### src/rtl/stack_core_p.sv
// stack_core_p: hardware operand stack with a two-entry registered head
// (a_out/b_out), a small general register file and a one-cycle-latency
// memory port for pushes from memory.
//
// Build option:
//   STACK_ERR_TRAP_EN  defined   -> over/underflowing ops are dropped and the
//                                   sticky err flag is raised until reset.
//                      undefined -> the stack pointer wraps modulo DEPTH,
//                                   depth saturates at 0 / DEPTH and err reads 0.
module stack_core_p #(
    parameter int DATA_W = 16,
    parameter int DEPTH  = 16,
    parameter int NREGS  = 4
) (
    input  logic                      clk,
    input  logic                      reset,
    input  logic                      op_valid,
    output logic                      op_ready,
    input  logic [2:0]                op,
    input  logic [1:0]                push_src,
    input  logic [DATA_W-1:0]         push_in,
    input  logic [$clog2(NREGS)-1:0]  reg_addr,
    input  logic                      reg_we,
    input  logic                      mem_we,
    output logic [DATA_W-1:0]         mem_addr,
    output logic [DATA_W-1:0]         mem_wdata,
    output logic                      mem_wen,
    input  logic [DATA_W-1:0]         mem_rdata,
    output logic [DATA_W-1:0]         a_out,
    output logic [DATA_W-1:0]         b_out,
    output logic [$clog2(DEPTH):0]    depth,
    output logic                      empty,
    output logic                      full,
    output logic                      err
);

    localparam int AW = $clog2(DEPTH);
    localparam int CW = AW + 1;
    localparam logic [CW-1:0] DEPTH_C = CW'(DEPTH);

    localparam logic [2:0] OP_NOP      = 3'd0;
    localparam logic [2:0] OP_PUSH     = 3'd1;
    localparam logic [2:0] OP_POP1     = 3'd2;
    localparam logic [2:0] OP_POP2     = 3'd3;
    localparam logic [2:0] OP_DUP      = 3'd4;
    localparam logic [2:0] OP_SWAP     = 3'd5;
    localparam logic [2:0] OP_POP2PUSH = 3'd6;

    localparam logic [1:0] SRC_ZERO = 2'd0;
    localparam logic [1:0] SRC_IN   = 2'd1;
    localparam logic [1:0] SRC_MEM  = 2'd2;
    localparam logic [1:0] SRC_REG  = 2'd3;

    localparam logic [0:0] ST_IDLE    = 1'b0;
    localparam logic [0:0] ST_MEMWAIT = 1'b1;

    // Occupancy after an op; saturates at 0 and DEPTH so the reported depth
    // stays meaningful even when the pointer is allowed to wrap.
    function automatic logic [CW-1:0] sat_step(input logic [CW-1:0] c, input logic [2:0] o);
        logic [CW-1:0] r;
        r = c;
        case (o)
            OP_PUSH, OP_DUP: r = (c == DEPTH_C) ? c : c + CW'(1);
            OP_POP1:         r = (c == '0) ? '0 : c - CW'(1);
            OP_POP2:         r = (c < CW'(2)) ? '0 : c - CW'(2);
            OP_POP2PUSH:     r = (c < CW'(2)) ? CW'(1) : c - CW'(1);
            default:         r = c;
        endcase
        return r;
    endfunction

    logic [0:0]        state_q;
    logic [2:0]        pend_op_q;
    logic [AW-1:0]     ptr_q;
    logic [CW-1:0]     cnt_q;
    logic [DATA_W-1:0] a_q;
    logic [DATA_W-1:0] b_q;
    logic              err_q;

    logic [DATA_W-1:0] stk  [DEPTH];
    logic [DATA_W-1:0] regs [NREGS];

    logic              accept;
    logic              trap;
    logic [DATA_W-1:0] src_val;
    logic              exec_en;
    logic [2:0]        exec_op;
    logic [DATA_W-1:0] exec_val;
    logic              go_wait;
    logic              set_err;

    logic [AW-1:0]     ptr_n;
    logic [CW-1:0]     cnt_n;
    logic [DATA_W-1:0] a_raw;
    logic [DATA_W-1:0] b_raw;
    logic [DATA_W-1:0] a_n;
    logic [DATA_W-1:0] b_n;
    logic              wr0_en;
    logic [AW-1:0]     wr0_idx;
    logic [DATA_W-1:0] wr0_dat;
    logic              wr1_en;
    logic [AW-1:0]     wr1_idx;
    logic [DATA_W-1:0] wr1_dat;

    assign accept = op_valid && (state_q == ST_IDLE);

`ifdef STACK_ERR_TRAP_EN
    // Minimum occupancy an op needs before it can run without underflow.
    function automatic logic [CW-1:0] need_of(input logic [2:0] o);
        logic [CW-1:0] r;
        case (o)
            OP_POP1, OP_DUP:               r = CW'(1);
            OP_POP2, OP_SWAP, OP_POP2PUSH: r = CW'(2);
            default:                       r = '0;
        endcase
        return r;
    endfunction

    assign trap = (cnt_q < need_of(op)) ||
                  (((op == OP_PUSH) || (op == OP_DUP)) && (cnt_q == DEPTH_C));
`else
    // Wrapping build: nothing is ever trapped, so err_q can never set.
    assign trap = 1'b0;
`endif

    // Push operand selection; the register file is read combinationally so a
    // same-cycle reg_we still sees the old contents.
    always_comb begin
        src_val = '0;
        case (push_src)
            SRC_ZERO: src_val = '0;
            SRC_IN:   src_val = push_in;
            SRC_REG:  src_val = regs[reg_addr];
            default:  src_val = '0;
        endcase
    end

    // Decide what (if anything) executes this cycle: an accepted op, a trap,
    // entry to MEMWAIT, or completion of the pending memory push.
    always_comb begin
        exec_en  = 1'b0;
        exec_op  = op;
        exec_val = src_val;
        go_wait  = 1'b0;
        set_err  = 1'b0;
        if (state_q == ST_MEMWAIT) begin
            exec_en  = 1'b1;
            exec_op  = pend_op_q;
            exec_val = mem_rdata;
        end else if (accept) begin
            if (trap) begin
                set_err = 1'b1;
            end else if (((op == OP_PUSH) || (op == OP_POP2PUSH)) && (push_src == SRC_MEM)) begin
                go_wait = 1'b1;
            end else begin
                exec_en = 1'b1;
            end
        end
    end

    // Next stack pointer, occupancy, head registers and array writes.
    // ptr_q points at the next free slot, so the top entry lives at ptr_q-1.
    always_comb begin
        ptr_n   = ptr_q;
        cnt_n   = cnt_q;
        a_raw   = a_q;
        b_raw   = b_q;
        wr0_en  = 1'b0;
        wr0_idx = ptr_q;
        wr0_dat = exec_val;
        wr1_en  = 1'b0;
        wr1_idx = ptr_q - AW'(2);
        wr1_dat = a_q;
        if (exec_en) begin
            cnt_n = sat_step(cnt_q, exec_op);
            case (exec_op)
                OP_PUSH, OP_DUP: begin
                    wr0_en  = 1'b1;
                    wr0_idx = ptr_q;
                    wr0_dat = (exec_op == OP_DUP) ? a_q : exec_val;
                    ptr_n   = ptr_q + AW'(1);
                    a_raw   = wr0_dat;
                    b_raw   = a_q;
                end
                OP_POP1: begin
                    ptr_n = ptr_q - AW'(1);
                    a_raw = b_q;
                    b_raw = stk[ptr_q - AW'(3)];
                end
                OP_POP2: begin
                    ptr_n = ptr_q - AW'(2);
                    a_raw = stk[ptr_q - AW'(3)];
                    b_raw = stk[ptr_q - AW'(4)];
                end
                OP_SWAP: begin
                    wr0_en  = 1'b1;
                    wr0_idx = ptr_q - AW'(1);
                    wr0_dat = b_q;
                    wr1_en  = 1'b1;
                    wr1_idx = ptr_q - AW'(2);
                    wr1_dat = a_q;
                    a_raw   = b_q;
                    b_raw   = a_q;
                end
                OP_POP2PUSH: begin
                    wr0_en  = 1'b1;
                    wr0_idx = ptr_q - AW'(2);
                    wr0_dat = exec_val;
                    ptr_n   = ptr_q - AW'(1);
                    a_raw   = exec_val;
                    b_raw   = stk[ptr_q - AW'(3)];
                end
                default: begin
                    ptr_n = ptr_q;
                end
            endcase
        end
        a_n = (cnt_n >= CW'(1)) ? a_raw : '0;
        b_n = (cnt_n >= CW'(2)) ? b_raw : '0;
    end

    // Control state, pointer, occupancy, head registers and sticky error.
    always_ff @(posedge clk or posedge reset) begin
        if (reset) begin
            state_q   <= ST_IDLE;
            pend_op_q <= OP_NOP;
            ptr_q     <= '0;
            cnt_q     <= '0;
            a_q       <= '0;
            b_q       <= '0;
            err_q     <= 1'b0;
        end else begin
            if (go_wait) begin
                state_q   <= ST_MEMWAIT;
                pend_op_q <= op;
            end else if (state_q == ST_MEMWAIT) begin
                state_q <= ST_IDLE;
            end
            ptr_q <= ptr_n;
            cnt_q <= cnt_n;
            a_q   <= a_n;
            b_q   <= b_n;
            if (set_err) begin
                err_q <= 1'b1;
            end
        end
    end

    // Stack body storage; stale contents are masked by the occupancy count.
    always_ff @(posedge clk) begin
        if (wr0_en) begin
            stk[wr0_idx] <= wr0_dat;
        end
        if (wr1_en) begin
            stk[wr1_idx] <= wr1_dat;
        end
    end

    // General register file, written from the current top of stack.
    always_ff @(posedge clk or posedge reset) begin
        if (reset) begin
            for (int i = 0; i < NREGS; i++) begin
                regs[i] <= '0;
            end
        end else if (reg_we) begin
            regs[reg_addr] <= a_q;
        end
    end

    assign op_ready  = (state_q == ST_IDLE);
    assign a_out     = a_q;
    assign b_out     = b_q;
    assign depth     = cnt_q;
    assign empty     = (cnt_q == '0);
    assign full      = (cnt_q == DEPTH_C);
    assign err       = err_q;
    assign mem_addr  = a_q;
    assign mem_wdata = b_q;
    assign mem_wen   = mem_we;

endmodule

### config.mk
export PLATFORM = sky130hd
export DESIGN_NAME = stack_core_p
export DESIGN_NICKNAME = d
export VERILOG_FILES = /design/src/rtl/stack_core_p.sv
export SDC_FILE = /design/constraint.sdc
export NUM_CORES = 1
export LEC_CHECK = 0
export BUFFER_PORTS_ARGS = -buffer_cell sky130_fd_sc_hd__buf_2
export CAP_MARGIN = 10
export CELL_PAD_IN_SITES_DETAIL_PLACEMENT = 0
export CELL_PAD_IN_SITES_GLOBAL_PLACEMENT = 2
export CORE_ASPECT_RATIO = 1.5
export CORE_MARGIN = 5
export CORE_UTILIZATION = 46
export CTS_BUF_LIST = sky130_fd_sc_hd__clkbuf_16
export DETAILED_ROUTE_END_ITERATION = 8
export PLACE_DENSITY_LB_ADDON = 0.1
export SYNTH_ARGS = -nofsm -noshare
export SYNTH_HDL_FRONTEND = slang
export SYNTH_SLANG_ARGS = --single-unit
export TNS_END_PERCENT = 5
### constraint.sdc
create_clock -name clk -period 12.2 [get_ports clk]
set_input_delay 0.61 -clock clk [delete_from_list [all_inputs] [get_ports clk]]
set_output_delay 0.61 -clock clk [all_outputs]
set_load 0.005 [all_outputs]
==> results.cfg, run 1 <==
[timing]
fin_skew_ns = 0.0192
worst_pin_slew_ns = 1.37
fmax_mhz = 221
hold_ws_ns = 0.141
fin_crit_ns = 4.53
tns_ns = 0
finalHoldViolCount = 0
setup_viol = 0
min_period_over_period = 0.371
relSlewSlack = 0.0853
grt_setup_unrepaired = no
drv_slew = 0

[worst_setup_path]
r2r_slack_ns = 7.67
cp-start-kind = register
critical_path.max_fanout = 50
cp_cell_sequence = inv_1 > ha_4 > buf_4 > o2bb2ai_1 > a22oi_1 > nor2_1 > nand2b_1 > o21ai_4
r2r_cells = 8
worstSetupStartpoint = ptr_q[0]
arrival_ns = 4.70
max_stage_delay_ns = 0.91
cpMaxStageDelayCell = o21ai_4
endpoint_kind = register
crit_type = reg -> reg
r2r-start = ptr_q[0]
crit_required_ns = 12.37

[job]
timing.max_cap.violations = 0

[placement]
dpl_cell_area_um2 = 22600
port_buffers = 114
dp_hpwl_um = 44500
place_congestion = 0.831

[synth]
ys.flop_type = edfxtp_1
ys_types = 72
synthCells = 1879
syn-num-nets = 1938
synth_edf_count = 256
synth-seq-area-share = 0.479
yosysWarnings = 0
ys_ff_latch = 365
async_flop_share = 0.299
postSynthAreaPerCell_um2 = 11.6
netlist_area_um2 = 21700

[drt]
firstDrtPassIters = 5
vias = 15900
detail-route-antenna-nets = 0
wl_um = 69700
drc = 0
wl_per_cell_um = 28.0
initialDrtViolationCount = 1553
routed_via_density = 6.37

[grt]
grt_max_degree = 67
grt_pass1_wl_um = 104000
gr-usage-all-layers = 0.265
grt.overflow.total = 0
antenna_found_initial = 0
grt_pass1_vias = 15600

[die]
die_area_um2 = 51800
coreArea_um2 = 46700
start_util = 0.465
ioPinCount = 118
chipHeight_um = 276
die_w_um = 187
rows = 97

[clocking]
post_cts_buffers = 0
holdBufCountCts = 0
cts-root-buf = clkbuf_16
htree_levels = 2
ctsResizeCount = 0
clk_path_buf_depth = 3
cts.sinks = 365
cts_tree = built
insertion_delay_ns = 0.56
cts_buffers = 39
clk_pin_slew_worst_paths_ns = 0.06

[layout]
drive_gt1_frac = 0.279
antenna_cells = 0
finish.utilization = 0.511
nets = 1928
layout_commonest_cell = nor2_1
final_cell_mix = 355 x nor2_1, 323 x a21oi_1, 256 x edfxtp_1, 176 x mux4_2, 114 x buf_2
syn2layout_area_growth_pct = 9.92
design_area_um2 = 23900

[min_path]
hp-class = in -> async

[pwr]
ir_drop_mv = 0.160
finalPower_mw = 5.68
powerDensity_nw_per_um2 = 238
p_leak_nw = 9.28

[outcome]
outcome = completed
## per-layer routing
metal,share of wire,global-route usage,vias to the layer above
met3,0.076,0.0399,135
li1,-,-,7024
met2,0.52,0.467,725
met5,0,0,-
met4,0.037,0.0940,0
met1,0.37,0.333,7978
## worst max-delay path: cells and delay by family (launching register included)
kind / cells / cell delay [ns]
flip-flops: 1 / 0.77
buffers and inverters: 2 / 1.07
AO/OA/AOI/OAI: 3 / 1.20
adder cells (fa/ha/maj): 1 / 0.58
AND/OR/NAND/NOR: 2 / 0.49
## state kept, by name, summed over array words and instances (netlist names)
register / flops
ptr_q: 4
a_out: 16
regs: 64
depth: 5
stk: 256
state_q: 1
pend_op_q: 3
b_out: 16
## synthesized netlist by cell type (all sizes together) (15+ instances only)
master | instances | area (um2)
nor2 | 360 | 1370
a21oi | 323 | 1620
edfxtp | 256 | 7690
mux4 | 176 | 3960
clkbuf | 113 | 424
dfrtp | 109 | 2730
buf | 105 | 628
nand2 | 85 | 324
mux2 | 65 | 736
o21ai | 46 | 234
a221oi | 27 | 312
nand3 | 27 | 145
mux2i | 21 | 239
nor3 | 20 | 115
a211oi | 15 | 125
ha | 15 | 188
## power by group
part	internal (mW)	switching, mW
Sequential	1.60	0.375
Combinational	1.21	1.27
Clock	0.701	0.519
Total	3.51	2.17
## stage by stage
| step | setup slack, ns | cells |
|---|---|---|
| after detailed placement | 7.62 | 2422 |
| after floorplan | 7.59 | 1879 |
| after CTS | 7.61 | 2490 |
| after global routing | 7.37 | 2490 |
| final | 7.67 | 2490 |
| after global placement | 7.66 | 2422 |
## kinds of logic (layout without fill, tap and decap cells)
kind of cell / after synthesis / after routing / share of synthesized area
xor gates and xnor gates: 17 / 17 / 0.00720
AOI/OAI and AO/OA: 466 / 466 / 0.127
muxes: 262 / 262 / 0.227
buffers and inverters: 232 / 249 / 0.0508
DFF: 365 / 365 / 0.479
other: 1 / 1 / 0.000173
and+or+nand+nor: 521 / 521 / 0.100
adders and majority gates: 15 / 15 / 0.00864
## layout make-up
cell class              instances  area (um2)
fillers                      4076       22800
well taps                     594         743
multi-input cells            1282       10400
clock buffers                  43        1080
flip-flops and latches        365       10400
inverters                      14        55.1
repair buffers                167         968
clock inverters                25         214
## worst paths after layout
kind,end
max,stk[13][13]
min,regs[61]
max reg2reg,stk[13][13]
min reg2reg,regs[26]
max in group asynchronous,ptr_q[0]
min in group clk,pend_op_q[0]
Power figures use the tool's default switching activity.
==> inputs of run 2 (changes only) <==
- CORE_UTILIZATION: 46 -> 38
- clock period: 12.2 -> 3.6 ns (I/O delays scaled with it)
==> run 2 against run 1 <==
Worst setup slack got worse by 7.2 ns. Critical path type unchanged. Final cell count increased by 9.8%. Hold slack lost 0.058 ns. First-iteration DRC count decreased by 8.6%. Largest cell class is now multi-input combinational cells.
==> results.cfg, run 2 (synthesis results as in run 1) <==
[die]
die_area_um2 = 62200
ioPinCount = 118
chipHeight_um = 303
coreArea_um2 = 56800
start_util = 0.383
die_w_um = 205
rows = 107

[clocking]
htree_levels = 2
ctsResizeCount = 0
clk_pin_slew_worst_paths_ns = 0.06
cts_tree = built
insertion_delay_ns = 0.57
cts-root-buf = clkbuf_16
clk_path_buf_depth = 3
cts.sinks = 365
cts_buffers = 40

[drt]
drc = 0
initialDrtViolationCount = 1420
routed_via_density = 5.79
wl_um = 69400
wl_per_cell_um = 25.4
vias = 15800
detail-route-antenna-nets = 0
firstDrtPassIters = 8

[worst_setup_path]
crit_type = reg -> reg
critical_path.max_fanout = 10
endpoint_kind = register
arrival_ns = 3.41
r2r_slack_ns = 0.46
cp-start-kind = register
crit_required_ns = 3.87
r2r_cells = 10

[layout]
nets = 1999
layout_commonest_cell = nor2_1
regMostFlops = stk
antenna_cells = 0
fin_cells = 2735
syn2layout_area_growth_pct = 14.5
largest_register_ffs = 256
largest_registers = stk (256), regs (64)
drive_gt1_frac = 0.307
final_cell_mix = 355 x nor2_1, 323 x a21oi_1, 256 x edfxtp_1, 176 x mux4_2, 114 x buf_2
fill_cells = 5322

[pwr]
finalPower_mw = 19.8
p_leak_nw = 9.68
powerDensity_nw_per_um2 = 794
ir_drop_mv = 0.668

[min_path]
hold-path-cell-count = 3
hp-class = in -> reg

[timing]
fmax_mhz = 318
finalHoldViolCount = 0
grt_setup_unrepaired = no
fin_skew_ns = 0.0251
min_period_over_period = 0.873
worst_pin_slew_ns = 1.01
setup_viol = 0
drv_slew = 0
fin_crit_ns = 3.14
hold_ws_ns = 0.0828
relSlewSlack = 0.329

[placement]
place_congestion = 0.839
place_inst = 2657
port_buffers = 114
dp_hpwl_um = 51700

[outcome]
outcome = completed

[grt]
antenna_found_initial = 0
gr-usage-all-layers = 0.221
grt_pass1_vias = 15500
grt.overflow.total = 0
grt_max_degree = 136
grt_pass1_wl_um = 104000

[job]
timing.max_cap.violations = 0
run 2: cell count changes in the layout (fill, tap and decap cells not counted), moves of 4 or more:
cell           delta
buf_4            +54
buf_12           +12
dlygate4sd3_1     +4
clkinv_1          +7
nand3_1          -10
nand3_2          +10
run 2: worst max-delay path, stage by stage, from the launching register on:
cell	delay (ns)
dfrtp_1	0.55
buf_4	0.26
nand2_1	0.08
nor3_2	0.29
or2_2	0.23
o211ai_1	0.15
buf_4	0.19
xnor2_1	0.22
nand2_1	0.26
o21ai_4	0.43
buf_12	0.20
run 2: stage by stage:
step	util	cell area, um2	TNS [ns]	setup slack, ns
6_report	0.438	24900	0	0.458
2_1_floorplan	-	21900	-0.615	-0.0591
5_1_grt	0.438	24900	0	0.256
3_5_place_dp	0.414	23500	0	0.448
3_3_place_gp	0.414	23500	0	0.426
4_1_cts	0.438	24900	0	0.453
run 2: per-layer routing:
metal  global-route usage  vias to the layer above  wire [um]
met1                0.292                     7924      27800
met2                0.394                      638      35900
li1                     -                     7173          -
met5                    0                        -          0
met4               0.0468                        0       1330
met3               0.0267                       90       4390
run 2: worst paths after layout:
check | start | endpoint
setup reg to reg | state_q | stk[15][7]
max in group asynchronous | reset | regs[29]
hold reg to reg | regs[10] | regs[10]
setup / recovery | state_q | stk[15][7]
hold / removal | reg_we | regs[5]
min in group asynchronous | reset | b_out[3]
run 2: power by group:
part	total [mW]	internal, mW	switching [mW]
Combinational	9.17	4.39	4.78
Sequential	6.32	5.42	0.900
Clock	4.28	2.45	1.83
run 2: area by class of cell:
cell class / count / area [um2] / area share
Inverter: 14 / 55.1 / 0.00221
Timing Repair Buffer: 237 / 1650 / 0.0665
Clock buffer: 41 / 1030 / 0.0412
Tap cell: 763 / 955 / 0.0384
Clock inverter: 33 / 309 / 0.0124
Sequential cell: 365 / 10400 / 0.419
Multi-Input combinational cell: 1282 / 10500 / 0.421
run 2: repair_timing:
item,CTS,global route
hold buffers,4,0
endpoints found under the hold margin,28,0
setup endpoints to repair,0,0
setup buffers,0,0
